[src/rtl/tick_pkg.sv]
// Shared defaults and helpers for the multi-channel tick generator.
package tick_pkg;

  localparam int DEFAULT_CLK_HZ  = 50_000_000;
  localparam int DEFAULT_BASE_HZ = 1000;
  localparam int DEFAULT_CNT_W   = 16;

  // Width of a prescaler counter spanning 0..PRE-1; never narrower than one bit.
  function automatic int pre_width(input int clk_hz, input int base_hz);
    int pre;
    pre = clk_hz / base_hz;
    return (pre < 2) ? 1 : $clog2(pre);
  endfunction

endpackage

[src/rtl/tick_channel.sv]
// One divider channel: counts base ticks and emits a one-cycle tick plus a square wave.
module tick_channel #(
  parameter int CNT_W     = 16,
  parameter int DIV_RESET = 1000
) (
  input  logic             clk,
  input  logic             rst_n,
  input  logic             wrap_i,
  input  logic             sync_clr_i,
  input  logic             we_i,
  input  logic [CNT_W-1:0] wval_i,
  output logic             tick_o,
  output logic             sq_o
);

  logic [CNT_W-1:0] div_act_q, div_act_d;
  logic [CNT_W-1:0] div_nxt_q, div_nxt_d;
  logic [CNT_W-1:0] ccnt_q, ccnt_d;
  logic             tick_q, tick_d;
  logic             sq_q, sq_d;
  logic             active;
  logic             term_cnt;

  // NOTE: every next-state signal gets a default before any branch, so no path can leave one unassigned and infer a latch.
  always_comb begin
    div_act_d = div_act_q;
    div_nxt_d = div_nxt_q;
    ccnt_d    = ccnt_q;
    sq_d      = sq_q;
    tick_d    = 1'b0;
    active    = (div_act_q != '0);
    term_cnt  = wrap_i && active && (ccnt_q == div_act_q - CNT_W'(1));

    if (sync_clr_i) begin
      ccnt_d    = '0;
      sq_d      = 1'b0;
      div_act_d = div_nxt_q;
    end else if (term_cnt) begin
      ccnt_d    = '0;
      div_act_d = div_nxt_q;
      tick_d    = 1'b1;
      sq_d      = ~sq_q;
    end else if (wrap_i && active) begin
      ccnt_d = ccnt_q + CNT_W'(1);
    end

    // A terminal count on this edge has already consumed the old shadow value.
    if (we_i) begin
      div_nxt_d = wval_i;
      if (!active) begin
        div_act_d = wval_i;
        ccnt_d    = '0;
      end
    end
  end

  // NOTE: state registers use non-blocking assignments so all flops update together at the edge.
  always_ff @(posedge clk) begin
    if (!rst_n) begin
      div_act_q <= CNT_W'(DIV_RESET);
      div_nxt_q <= CNT_W'(DIV_RESET);
      ccnt_q    <= '0;
      tick_q    <= 1'b0;
      sq_q      <= 1'b0;
    end else begin
      div_act_q <= div_act_d;
      div_nxt_q <= div_nxt_d;
      ccnt_q    <= ccnt_d;
      tick_q    <= tick_d;
      sq_q      <= sq_d;
    end
  end

  assign tick_o = tick_q;
  assign sq_o   = sq_q;

endmodule

[src/rtl/tick_gen_multi.sv]
// Prescaler producing a base tick, feeding NUM_CH independently programmable divider channels.
module tick_gen_multi
  import tick_pkg::*;
#(
  parameter int CLK_HZ    = DEFAULT_CLK_HZ,
  parameter int BASE_HZ   = DEFAULT_BASE_HZ,
  parameter int NUM_CH    = 3,
  parameter int CNT_W     = DEFAULT_CNT_W,
  parameter int DIV_RESET = 1000
) (
  input  logic                                          clk,
  input  logic                                          rst_n,
  input  logic                                          en,
  input  logic                                          sync_clr,
  input  logic                                          div_we,
  input  logic [((NUM_CH > 1) ? $clog2(NUM_CH) : 1)-1:0] div_sel,
  input  logic [CNT_W-1:0]                              div_val,
  output logic                                          tick_base,
  output logic [NUM_CH-1:0]                             tick_ch,
  output logic [NUM_CH-1:0]                             sq_ch
);

  localparam int PRE   = CLK_HZ / BASE_HZ;
  localparam int PW    = pre_width(CLK_HZ, BASE_HZ);
  localparam int SEL_W = (NUM_CH > 1) ? $clog2(NUM_CH) : 1;
  localparam logic [PW-1:0] PCNT_LAST = PW'(PRE - 1);

  if (CLK_HZ % BASE_HZ != 0) begin : g_bad_ratio
    $error("tick_gen_multi: CLK_HZ must be an integer multiple of BASE_HZ");
  end
  if (PRE < 2) begin : g_bad_pre
    $error("tick_gen_multi: CLK_HZ/BASE_HZ must be at least 2");
  end
  if (NUM_CH < 1) begin : g_bad_num_ch
    $error("tick_gen_multi: NUM_CH must be at least 1");
  end
  if (longint'(DIV_RESET) >= (64'd1 << CNT_W)) begin : g_bad_div_reset
    $error("tick_gen_multi: DIV_RESET does not fit in CNT_W bits");
  end

  logic [PW-1:0] pcnt_q, pcnt_d;
  logic          tick_base_q, tick_base_d;
  logic          wrap;

  always_comb begin
    pcnt_d      = pcnt_q;
    wrap        = en && (pcnt_q == PCNT_LAST);
    tick_base_d = wrap && !sync_clr;
    if (sync_clr || wrap) begin
      pcnt_d = '0;
    end else if (en) begin
      pcnt_d = pcnt_q + PW'(1);
    end
  end

  always_ff @(posedge clk) begin
    if (!rst_n) begin
      pcnt_q      <= '0;
      tick_base_q <= 1'b0;
    end else begin
      pcnt_q      <= pcnt_d;
      tick_base_q <= tick_base_d;
    end
  end

  assign tick_base = tick_base_q;

  // Out-of-range selects match no channel index and are silently dropped.
  for (genvar g = 0; g < NUM_CH; g++) begin : g_ch
    logic we_ch;
    assign we_ch = div_we && (div_sel == SEL_W'(g));

    tick_channel #(
      .CNT_W     (CNT_W),
      .DIV_RESET (DIV_RESET)
    ) u_ch (
      .clk        (clk),
      .rst_n      (rst_n),
      .wrap_i     (wrap),
      .sync_clr_i (sync_clr),
      .we_i       (we_ch),
      .wval_i     (div_val),
      .tick_o     (tick_ch[g]),
      .sq_o       (sq_ch[g])
    );
  end

endmodule

[config.mk]
export PLATFORM = sky130hd
export DESIGN_NAME = tick_gen_multi
export DESIGN_NICKNAME = d
export VERILOG_FILES = /design/src/rtl/tick_pkg.sv /design/src/rtl/tick_channel.sv /design/src/rtl/tick_gen_multi.sv
export SDC_FILE = /design/constraint.sdc
export NUM_CORES = 1
export LEC_CHECK = 0
export ABC_AREA = 1
export BUFFER_PORTS_ARGS = -buffer_cell sky130_fd_sc_hd__buf_2
export CAP_MARGIN = 20
export CORE_MARGIN = 2
export CORE_UTILIZATION = 34
export CTS_CLUSTER_SIZE = 20
export DETAILED_ROUTE_END_ITERATION = 10
export GPL_TIMING_DRIVEN = 1
export PLACE_DENSITY = 0.47
export SYNTH_ARGS = -nofsm -noshare
export SYNTH_HDL_FRONTEND = slang
export SYNTH_SLANG_ARGS = --single-unit
[constraint.sdc]
create_clock -name clk -period 2.5 [get_ports clk]
set_clock_uncertainty 0.15 [all_clocks]
set_input_delay 0.125 -clock clk [delete_from_list [all_inputs] [get_ports clk]]
set_output_delay 0.125 -clock clk [all_outputs]
set_load 0.02 [all_outputs]
### Yosys cells after proc, flatten, opt, wreduce, memory -nomap -nowiden

Index checks and enable logic that the tools add are counted.

| storage, ports and cells | value |
|---|---|
| memory bits (read-only) | 0 |
| latch bits | 0 |
| register bits | 167 |
| input port bits | 23 |
| memories | 0 |
| RAM bits | 0 |

| cells by class | value |
|---|---|
| bitwise logic cells | 4 |
| order comparisons | 0 |
| multiplexer cells | 30 |
| reductions and logical operators | 19 |
| equal/unequal tests | 6 |
| add/sub/neg operators | 7 |
| div/mod/pow operators | 0 |
| $mul | 0 |
| shifts and indexed selects | 0 |

Operators with widths:

| kind | count |
|---|---|
| two-way mux 16 bit | 27 |
| adder 16 x 1 -> 16 bit, second input constant | 4 |
| == test 16 bit | 3 |
| nonzero test 16 bit | 3 |
| subtractor 16 x 1 -> 16 bit, second input constant | 3 |
| == test 16 bit, second input constant | 1 |
| logical AND 1 bit | 11 |
| inverter 1 bit | 4 |
| OR reduction 2 bit | 2 |
| two-way mux 1 bit | 3 |
| == test 2 x 1 -> 1 bit, second input constant | 1 |
| == test 2 bit, second input constant | 1 |
| logical NOT 2 bit | 1 |
| logical NOT 1 bit | 1 |
| logical OR 1 bit | 1 |

### Logic depth before layout (Yosys ltp)

Gate-level depths: netlist of run 1.

| logic depth | value |
|---|---|
| depth after elaboration | 8 |
| gate-level depth with buffers | 17 |

### Hierarchy

From an unflattened synthesis of run 1, not the netlist that was laid out.

| unflattened totals | value |
|---|---|
| cells, all modules | 1505 |
| area total of the unflattened synthesis | 9816.9 um^2 |

By module, submodules not included:

| module | cells an instance | times used | area each (um^2) |
|---|---|---|---|
| tick_channel (g_ch[0].u_ch ...) | 457 | 2 | 2976.6 |
| tick_channel (g_ch[2].u_ch) | 452 | 1 | 2950.3 |
| tick_gen_multi | 139 | 1 | 913.4 |

### Least setup slack after synthesis of run 1

Ideal clock, no wire load.

| path | value |
|---|---|
| kind | register -> register |
| from | register g_ch[1].u_ch.div_act_q[0] |
| to | register g_ch[1].u_ch.div_act_q[6] |
| setup slack | 400 ps |
| stages on the path, launching flop included | 16 |
| data arrival time | 1827 ps |
| path buffers | 1 |
| path through | dfxtp_1 inv_1 ha_1 inv_1 nand2_1 nand3_1 nand2_1 nor2_1 nand3_1 nor2_1 nand3_1 o21bai_2 buf_2 nand2_1 nand3_1 o21ai_0 |

| between the ends | value |
|---|---|
| cells in the longest elaborated chain, start to end | 7 |
| elaborated cells between the ends (all ways) | 9 |

Ends and longest elaborated chain:

| element | line | RTL |
|---|---|---|
| from (decl) | tick_channel.sv:16 | `logic [CNT_W-1:0] div_act_q, div_act_d;` |
| from (signal assigned) | tick_channel.sv:60 | `div_act_q <= CNT_W'(DIV_RESET);` |
| from (signal assigned) | tick_channel.sv:66 | `div_act_q <= div_act_d;` |
| subtractor 16 x 1 -> 16 bit / nonzero test 16 bit (equally long branches) | tick_channel.sv:32, tick_channel.sv:31 |  |
| == test 16 bit / logical AND 1 bit (equally long branches) | tick_channel.sv:32 | `term_cnt = wrap_i && active && (ccnt_q == div_act_q - CNT_W'(1));` |
| logical AND 1 bit | tick_channel.sv:32 |  |
| two-way mux 16 bit | tick_channel.sv:38 | `end else if (term_cnt) begin` |
| two-way mux 16 bit | tick_channel.sv:34 | `if (sync_clr_i) begin` |
| two-way mux 16 bit | tick_channel.sv:50 | `if (!active) begin` |
| two-way mux 16 bit (*) | tick_channel.sv:48 | `if (we_i) begin` |

Mark *: on every way between the ends. The rest lies on a longest branch, timed or not.
A chain may end at the register's enable or synchronous reset.

### Worst setup path in the final report of run 1

| path | value |
|---|---|
| from | register pcnt_q[6] |
| to | register g_ch[1].u_ch.div_act_q[1] |

| between the ends | value |
|---|---|
| cells in the longest elaborated chain, start to end | 8 |

Ends and longest elaborated chain:

| element | line | RTL |
|---|---|---|
| from (decl) | tick_gen_multi.sv:41 | `logic [PW-1:0] pcnt_q, pcnt_d;` |
| from (signal assigned) | tick_gen_multi.sv:61 | `pcnt_q <= pcnt_d;` |
| == test 16 bit (*) | tick_gen_multi.sv:47 | `wrap = en && (pcnt_q == PCNT_LAST);` |
| logical AND 1 bit (*) | tick_gen_multi.sv:47 |  |
| logical AND 1 bit (*) (2 in series) | tick_channel.sv:32 |  |
| two-way mux 16 bit (*) | tick_channel.sv:38 |  |
| two-way mux 16 bit (*) | tick_channel.sv:34 |  |
| two-way mux 16 bit | tick_channel.sv:50 |  |
| two-way mux 16 bit (*) | tick_channel.sv:48 |  |

Marks and branches as above.

==> results by group, run 1 <==
Placement
  – IO Port Bufs: 29
  – Worst slack, placed: 0.0470 ns
  – Final weighted congestion in routability-driven placement: 0.882
  – Post-Place Cells: 1936
  – Post-DP HPWL: 23000 um

Detailed routing
  – Detailed-route via count: 9461
  – Routed length on met3: 980 um
  – WL met1: 14700 um
  – Number of detailed-routing iterations run before antenna repair: 5
  – Final Routed Wirelength: 30300 um
  – 1st-iter DRT viols: 591
  – Residual antenna-violating net count after detailed routing: 0
  – Remaining routing DRC violations: 0
  – Via-per-instance ratio: 4.76
  – Top Layer Used: met4
  – Detail-routed net length per standard cell: 15.2 um
  – Detailed-routed wire length on met2: 14100 um

Power
  – Overall power consumption: 6.21 mW
  – Leakage dissipation: 5.34 nW
  – Pwr/cell area: 532 nW/um^2
  – Max VDD drop: 0.382 mV

Critical path
  – Cell chain of the critical path: inv_2 > nor2_2 > nand2_1 > nor2_2 > nand2b_4 > nor2_4 > nand3_2 > nor2_4 > nand3_4 > nand3_1 > nand3_1 > nand2_1 > inv_1
  – Data required, critical path: 2.70 ns
  – Type of the worst setup path: reg -> reg
  – Critical R2R Launch: pcnt_q[6]
  – Arrival time reported for the critical path endpoint: 2.53 ns
  – CP delay by family, top: simple AND/OR/NAND/NOR gates
  – CP Capture Type: flip-flop
  – Sort of element at the start of the critical path: flip-flop
  – Max stage delay cell, worst path: dfxtp_1
  – WP buf/inv: 2
  – Worst-path maximum fanout: 9
  – Depth of the worst register-to-register path: 13
  – Crit-path max cell delay: 0.36 ns
  – Reg-to-reg setup timing slack: 0.17 ns
  – Endpoint of the worst register-to-register path: g_ch[1].u_ch.div_act_q[1]

Synthesis
  – Post-synth top flop: dfxtp_1
  – Distinct cell type count of the synthesized netlist: 50
  – Proportion of netlist area held by the largest area contributor: 33.3%
  – Most numerous cell in the Yosys netlist: nand2_1
  – Number of cells produced by synthesis: 1522
  – Share of the synthesized netlist area taken by xor and xnor gates: 7.24%
  – Async set-reset flop share out of synthesis: 0%
  – Dominant combinational cell family by area after synthesis: simple AND/OR/NAND/NOR gates
  – Largest cells by area after synthesis: dfxtp_1 (33%), nand2_1 (13%), nor2_1 (9.0%), inv_1 (7.2%), nand3_1 (7.2%)
  – Summed instance area of the synthesized netlist: 10000 sq um
  – Simple-gate area share of the yosys netlist: 39.1%
  – Multiplexer share of the synthesized area: 0%
  – Post-synthesis share of cell area spent on full adders, half adders and majority gates: 1.25%
  – Number of storage elements in the synthesis netlist: 167
  – Synth warnings: 0
  – Average cell area after synthesis: 6.60 sq um
  – Cell type with the largest total area after synthesis: dfxtp_1
  – Cell types with the highest counts after synthesis: nand2_1 (343), nor2_1 (240), inv_1 (193)
  – Post-synthesis net count: 1555
  – Synth Area in Compound Gates: 8.97%
  – Post-synth EDFFs: 0
  – Share of synthesized area occupied by flip-flops and latches: 33.3%

CTS
  – Clock transition at the registers of the reported paths: 0.07 ns
  – Cell at the root of the clock tree: clkbuf_16
  – Number of buffers inserted during clock tree synthesis: 17
  – Clock insertion delay at the later pin of the skew report: 0.44 ns
  – Clock tree from TritonCTS: yes
  – Max clock buf depth: 2
  – Clock sinks: 167
  – Level count of the clock H-tree: 4

Floorplan
  – Core footprint: 28900 sq um
  – Initial Util: 34.8%
  – Vertical die dimension: 176 um
  – Area of the die: 30900 sq um
  – Count of boundary I/O pins: 30
  – Horizontal die dimension: 176 um
  – Count of standard-cell rows: 62

STA
  – Relative max-transition margin: 62.4%
  – RSZ-0062 raised after global routing: true
  – Post-route setup slack: 0.166 ns
  – Maximum clock rate: 0.428 GHz
  – Tightest Pin Transition: 0.564 ns
  – Final worst path period need: 2.33 ns
  – Count of endpoints failing setup in the final report: 0
  – Portion of the clock cycle consumed by the worst path in the final layout: 93.4%
  – Number of pins with negative max-slew slack in the final report: 0
  – Fin. Hold Viols: 0

Cells and area
  – Antenna Cells: 0
  – Synth-to-layout area growth: 16.1%
  – Fraction of layout instances using a drive strength above 1: 14.1%
  – Post-Layout Cell Count: 1988
  – Net count of the finished layout: 1624
  – Core occupancy in the finished layout: 40.4%

Worst hold path
  – Startpoint of the lowest-slack hold path: sync_clr
  – Cells on Worst Hold Path: 4
  – Capture endpoint of the worst hold path: g_ch[0].u_ch.ccnt_q[14]
  – Type of the most critical hold path: in -> reg

Global routing
  – Global-route congestion overflow total: 0
  – Via count of the first global-routing pass: 9081
  – Wire length of the first global-routing pass: 48400 um
  – Largest net degree at the start of global routing: 43
  – Number of antenna violations at the first check in global routing: 0
  – All-Layer GR Usage: 19.9%

Status
  – Outcome: complete, no violations

Flow run
  – Max capacitance violation total: 0
==> cell families (layout without fill, tap and decap cells) <==
kind of cell             after synthesis  in the layout
AND/OR/NAND/NOR                      870            872
buffers and inverters                243            323
flip-flops                           167            167
XOR/XNOR                              83             83
AO/OA/AOI/OAI                        149            149
adder cells (fa/ha/maj)               10             10
==> stage by stage <==
stage | hold WS (ns) | instance area (sq um) | TNS (ns)
final | 0.0347 | 11700 | 0
after global routing | 0.0193 | 11700 | -0.193
after CTS | 0.0117 | 11500 | 0
after detailed placement | 0.288 | 10800 | 0
after global placement | 0.286 | 10800 | 0
after floorplan | 0.105 | 10000 | 0
==> what timing repair did <==
action | in CTS | in global routing
setup buffers | 0 | 1
hold buffers | 17 | 0
setup endpoints to repair | 0 | 85
resized for setup | 0 | 38
endpoints found under the hold margin | 73 | 0
==> sequential cells by signal, indices dropped and copies added, names as in the netlist <==
register,count
g_ch.u_ch.ccnt_q,48
pcnt_q,16
tick_base,1
g_ch.u_ch.sq_o,3
g_ch.u_ch.div_nxt_q,48
g_ch.u_ch.div_act_q,48
g_ch.u_ch.tick_o,3
==> worst max-delay path by stage <==
stage | from | endpoint | slack [ns] | depth (start not counted)
after global placement | g_ch[1].u_ch.div_act_q[0] | g_ch[1].u_ch.div_act_q[7] | 0.03 | 14
final | pcnt_q[6] | g_ch[1].u_ch.div_act_q[1] | 0.17 | 13
after detailed placement | g_ch[1].u_ch.div_act_q[0] | g_ch[1].u_ch.div_act_q[9] | 0.05 | 14
after floorplan | g_ch[1].u_ch.div_act_q[0] | g_ch[1].u_ch.div_act_q[6] | 0.40 | 15
after global routing | g_ch[1].u_ch.div_act_q[1] | g_ch[1].u_ch.div_act_q[11] | -0.04 | 14
after CTS | g_ch[1].u_ch.div_act_q[0] | g_ch[1].u_ch.div_act_q[9] | 0.01 | 14
==> report_power, final <==
part | switching (mW) | internal, mW
Combinational | 0.473 | 0.261
Sequential | 0.0701 | 2.75
Clock | 1.22 | 1.43
Total | 1.76 | 4.45
==> placed cells by master (no fill, tap or decap), types with 15 or more instances in the layout <==
master and count:
clkbuf_16 17, o21ai_0 39, a21oi_1 39, xnor2_1 26
a21oi_2 17, buf_2 29, dfxtp_1 165, xor2_1 57
buf_4 36, nand2_1 339, nand4_1 21, nor2_1 232
nor2_2 34, nor3_1 27, dlygate4sd3_1 17, nand3_1 143
inv_1 189, o21ai_1 15
==> final cells by class <==
cell class,instances,area [sq um]
multi-input combinational,1114,5820
inverter,204,771
sequential,167,3350
clock inverter,13,120
fill,3131,17200
clock buffer,19,453
timing repair buffer,87,668
tap,384,480
==> worst min-delay path, stage by stage <==
cell and delay, ns:
buf_2 0.19, nor2_1 0.13, nand4_1 0.10, inv_1 0.03
==> per-layer routing <==
layer	track usage, %	vias up
li1	-	4970
met1	27.1	4319
met2	32.9	146
met4	5.65	0
met3	2.58	26
met5	0	-
No activity file was read; power rests on OpenSTA's default activity.
==> run 2, diff against run 1 <==
--- a/config.mk
+++ b/config.mk
@@ -8,10 +8,13 @@
 export ABC_AREA = 1
 export BUFFER_PORTS_ARGS = -buffer_cell sky130_fd_sc_hd__buf_2
 export CAP_MARGIN = 20
+export CORE_ASPECT_RATIO = 1.1
 export CORE_MARGIN = 2
 export CORE_UTILIZATION = 34
+export CTS_BUF_LIST = sky130_fd_sc_hd__clkbuf_8
 export CTS_CLUSTER_SIZE = 20
 export DETAILED_ROUTE_END_ITERATION = 10
+export GPL_ROUTABILITY_DRIVEN = 0
 export GPL_TIMING_DRIVEN = 1
 export PLACE_DENSITY = 0.47
 export SYNTH_ARGS = -nofsm -noshare
==> run 2 against run 1 <==
Against the previous run:
- final area decreased by 0.14%
- flip-flop and latch count unchanged
- setup slack improved by 0.012 ns
- register-to-register slack about the same
- first-iteration DRC count increased by 2.5%
- wire length decreased by 0.20%
- sequential power about the same
==> results by group, run 2 (synthesized netlist as in run 1, its figures left out) <==
Status
  – Outcome: complete, no violations

Power
  – Leakage dissipation: 5.33 nW (about the same)
  – Sequential power share: 47.8% (+2.3 points)
  – Internal cell power: 4.26 mW (-4.3%)
  – Power spent charging and discharging nets: 1.64 mW (-6.9%)
  – Pwr/cell area: 507 nW/um^2 (-4.9%)
  – Max VDD drop: 0.262 mV (-31%)
  – Proportion of total power due to net switching: 27.8% (-0.56 points)
  – Clock power frac: 39.5% (-3.2 points)
  – Relative contribution of combinational cells to total power: 12.7% (+0.9 points)

Floorplan
  – Count of standard-cell rows: 66 (+6.5%)
  – Vertical die dimension: 184 um (+4.8%)
  – Core footprint: 29300 sq um (+1.6%)
  – Initial Util: 34.3% (-0.54 points)
  – Area of the die: 30900 sq um (about the same)
  – Count of boundary I/O pins: 30 (unchanged)
  – Horizontal die dimension: 168 um (-4.5%)

STA
  – Fin. Hold Viols: 0 (unchanged)
  – Relative max-transition margin: 60.8% (-1.6 points)
  – Count of endpoints failing setup in the final report: 0 (unchanged)
  – Portion of the clock cycle consumed by the worst path in the final layout: 92.9% (-0.48 points)
  – Number of pins with negative max-slew slack in the final report: 0 (unchanged)
  – RSZ-0062 raised after global routing: true
  – Final worst path period need: 2.32 ns (-0.0120 ns)
  – Maximum clock rate: 0.431 GHz (+0.52%)
  – Tightest Pin Transition: 0.587 ns (+0.0232 ns)
  – Setup TNS: 0 ns (unchanged)

Critical path
  – Type of the worst setup path: reg -> reg
  – Timing endpoint of the critical path: g_ch[2].u_ch.div_act_q[12]
  – Depth of the worst register-to-register path: 15 (+2)
  – Sort of element at the start of the critical path: flip-flop
  – Data required, critical path: 2.72 ns (+0.02 ns)
  – Crit. Startpoint: pcnt_q[0]
  – Worst-path maximum fanout: 26 (+17)
  – Reg-to-reg setup timing slack: 0.18 ns (about the same)
  – Endpoint of the worst register-to-register path: g_ch[2].u_ch.div_act_q[12]
  – Arrival time reported for the critical path endpoint: 2.55 ns (+0.02 ns)
  – Critical R2R Launch: pcnt_q[0]
  – CP Capture Type: flip-flop

Cells and area
  – Commonest cells after routing, fill and taps aside: nand2_1 (341), nor2_1 (232), inv_1 (190)
  – Antenna Cells: 0 (unchanged)
  – Core occupancy in the finished layout: 39.7% (-0.69 points)
  – Most common library cell in the layout ignoring fill and taps: nand2_1
  – Fraction of layout instances using a drive strength above 1: 14.1% (about the same)
  – Fill cells: 3140 (+0.29%)
  – Largest registers: g_ch.u_ch.ccnt_q: 48 flops, g_ch.u_ch.div_act_q: 48 flops, g_ch.u_ch.div_nxt_q: 48 flops
  – Synth-to-layout area growth: 15.9%
  – Net count of the finished layout: 1633 (+0.55%)

Detailed routing
  – Final Routed Wirelength: 30200 um (-0.20%)
  – Detail-routed net length per standard cell: 15.2 um (-0.10%)
  – Via-per-instance ratio: 4.76 (+0.10%)
  – Number of detailed-routing iterations run before antenna repair: 5 (unchanged)
  – Residual antenna-violating net count after detailed routing: 0 (unchanged)
  – 1st-iter DRT viols: 606 (+2.5%)
  – Detailed-route via count: 9461 (unchanged)
  – Remaining routing DRC violations: 0 (unchanged)

Placement
  – IO Port Bufs: 29 (unchanged)
  – Post-DP HPWL: 22900 um (-0.55%)

Global routing
  – Wire length of the first global-routing pass: 48500 um (+0.13%)
  – All-Layer GR Usage: 20.0% (+0.056 points)
  – Largest net degree at the start of global routing: 31 (-28%)
  – Via count of the first global-routing pass: 9179 (+1.1%)
  – Global-route congestion overflow total: 0 (unchanged)
  – Number of antenna violations at the first check in global routing: 0 (unchanged)

CTS
  – Max clock buf depth: 2 (unchanged)
  – Clock transition at the registers of the reported paths: 0.10 ns (+0.03 ns)
  – Level count of the clock H-tree: 4 (unchanged)
  – Clock sinks: 167 (unchanged)
  – Clock insertion delay at the later pin of the skew report: 0.48 ns (+0.04 ns)
  – Cell at the root of the clock tree: clkbuf_8
  – Clock tree from TritonCTS: yes
  – Number of buffers inserted during clock tree synthesis: 17 (unchanged)

Worst hold path
  – Type of the most critical hold path: in -> reg

Flow run
  – Max capacitance violation total: 0 (unchanged)
run 2: cell types whose count changed in the layout (fill, tap and decap cells not counted), moves of 4 or more:
cell / delta
clkbuf_16: -16
dlygate4sd3_1: +6
clkbuf_8: +17
buf_4: +4
bufinv_16: +4
run 2: metal layers:
layer | vias up | GRT usage [%] | share of wire (%)
met5 | - | 0 | 0
met4 | 0 | 5.53 | 1.6
met1 | 4300 | 25.5 | 47
met3 | 31 | 2.71 | 3.4
met2 | 136 | 35.2 | 48
li1 | 4994 | - | -
run 2: per-stage QoR:
stage               std cells  hold slack [ns]  cell area [sq um]  power, mW  worst slack, ns
floorplan                1522            0.105              10000       3.33            0.400
global placement         1928            0.289              10800       3.57           0.0317
detailed placement       1928            0.292              10800       3.57           0.0175
CTS                      1982           0.0176              11500       5.94           0.0290
global route             1986           0.0342              11600       6.17         -0.00207
finish                   1986           0.0580              11600       5.90            0.178
run 2: power by group through the flow:
stage | clock network (mW) | logic, mW | registers (mW)
after detailed placement | 0 | 0.693 | 2.88
final | 2.33 | 0.747 | 2.82
after CTS | 2.40 | 0.724 | 2.82
after floorplan | 0 | 0.471 | 2.86
after global routing | 2.50 | 0.842 | 2.83
after global placement | 0 | 0.692 | 2.88
run 2: repair_timing:
action                     4_1_cts  5_1_grt
buffers inserted                 0        2
gates resized for setup          1       39
pin swaps                        0        1
hold buffers                    23        0
hold endpoints to repair        80        0
gates cloned                     0        2
setup endpoints to repair        1       99
run 2: worst max-delay path, cell delays in order, from the launching register on:
cell     delay, ns
dfxtp_2       0.35
ha_2          0.18
nand2_1       0.05
inv_1         0.10
nand4_4       0.13
nor2_8        0.27
nand2_4       0.12
inv_4         0.07
nand2_2       0.06
nor2_2        0.09
nand3_2       0.15
buf_12        0.21
nand3_1       0.09
nand2_1       0.06
nor2_1        0.09
nor2_1        0.04
run 2: worst min path at each step:
stage | start | endpoint | slack [ns] | cells past startpoint
after CTS | div_sel[1] | g_ch[2].u_ch.div_nxt_q[13] | 0.02 | 4
after global placement | div_val[9] | g_ch[0].u_ch.div_nxt_q[9] | 0.29 | 3
after detailed placement | div_val[5] | g_ch[0].u_ch.div_nxt_q[5] | 0.29 | 3
after global routing | div_sel[1] | g_ch[2].u_ch.div_nxt_q[13] | 0.03 | 4
final | div_sel[1] | g_ch[0].u_ch.div_nxt_q[14] | 0.06 | 5
after floorplan | div_val[3] | g_ch[0].u_ch.div_nxt_q[3] | 0.11 | 2
run 2: cell type report:
type	instances	area (sq um)	area share (%)
Clock inverter	12	199	1.71
Inverter	204	771	6.62
Multi-Input combinational cell	1113	5820	50.0
Sequential cell	167	3350	28.7
Tap cell	374	468	4.02
Clock buffer	19	262	2.25
Timing Repair Buffer	97	772	6.63
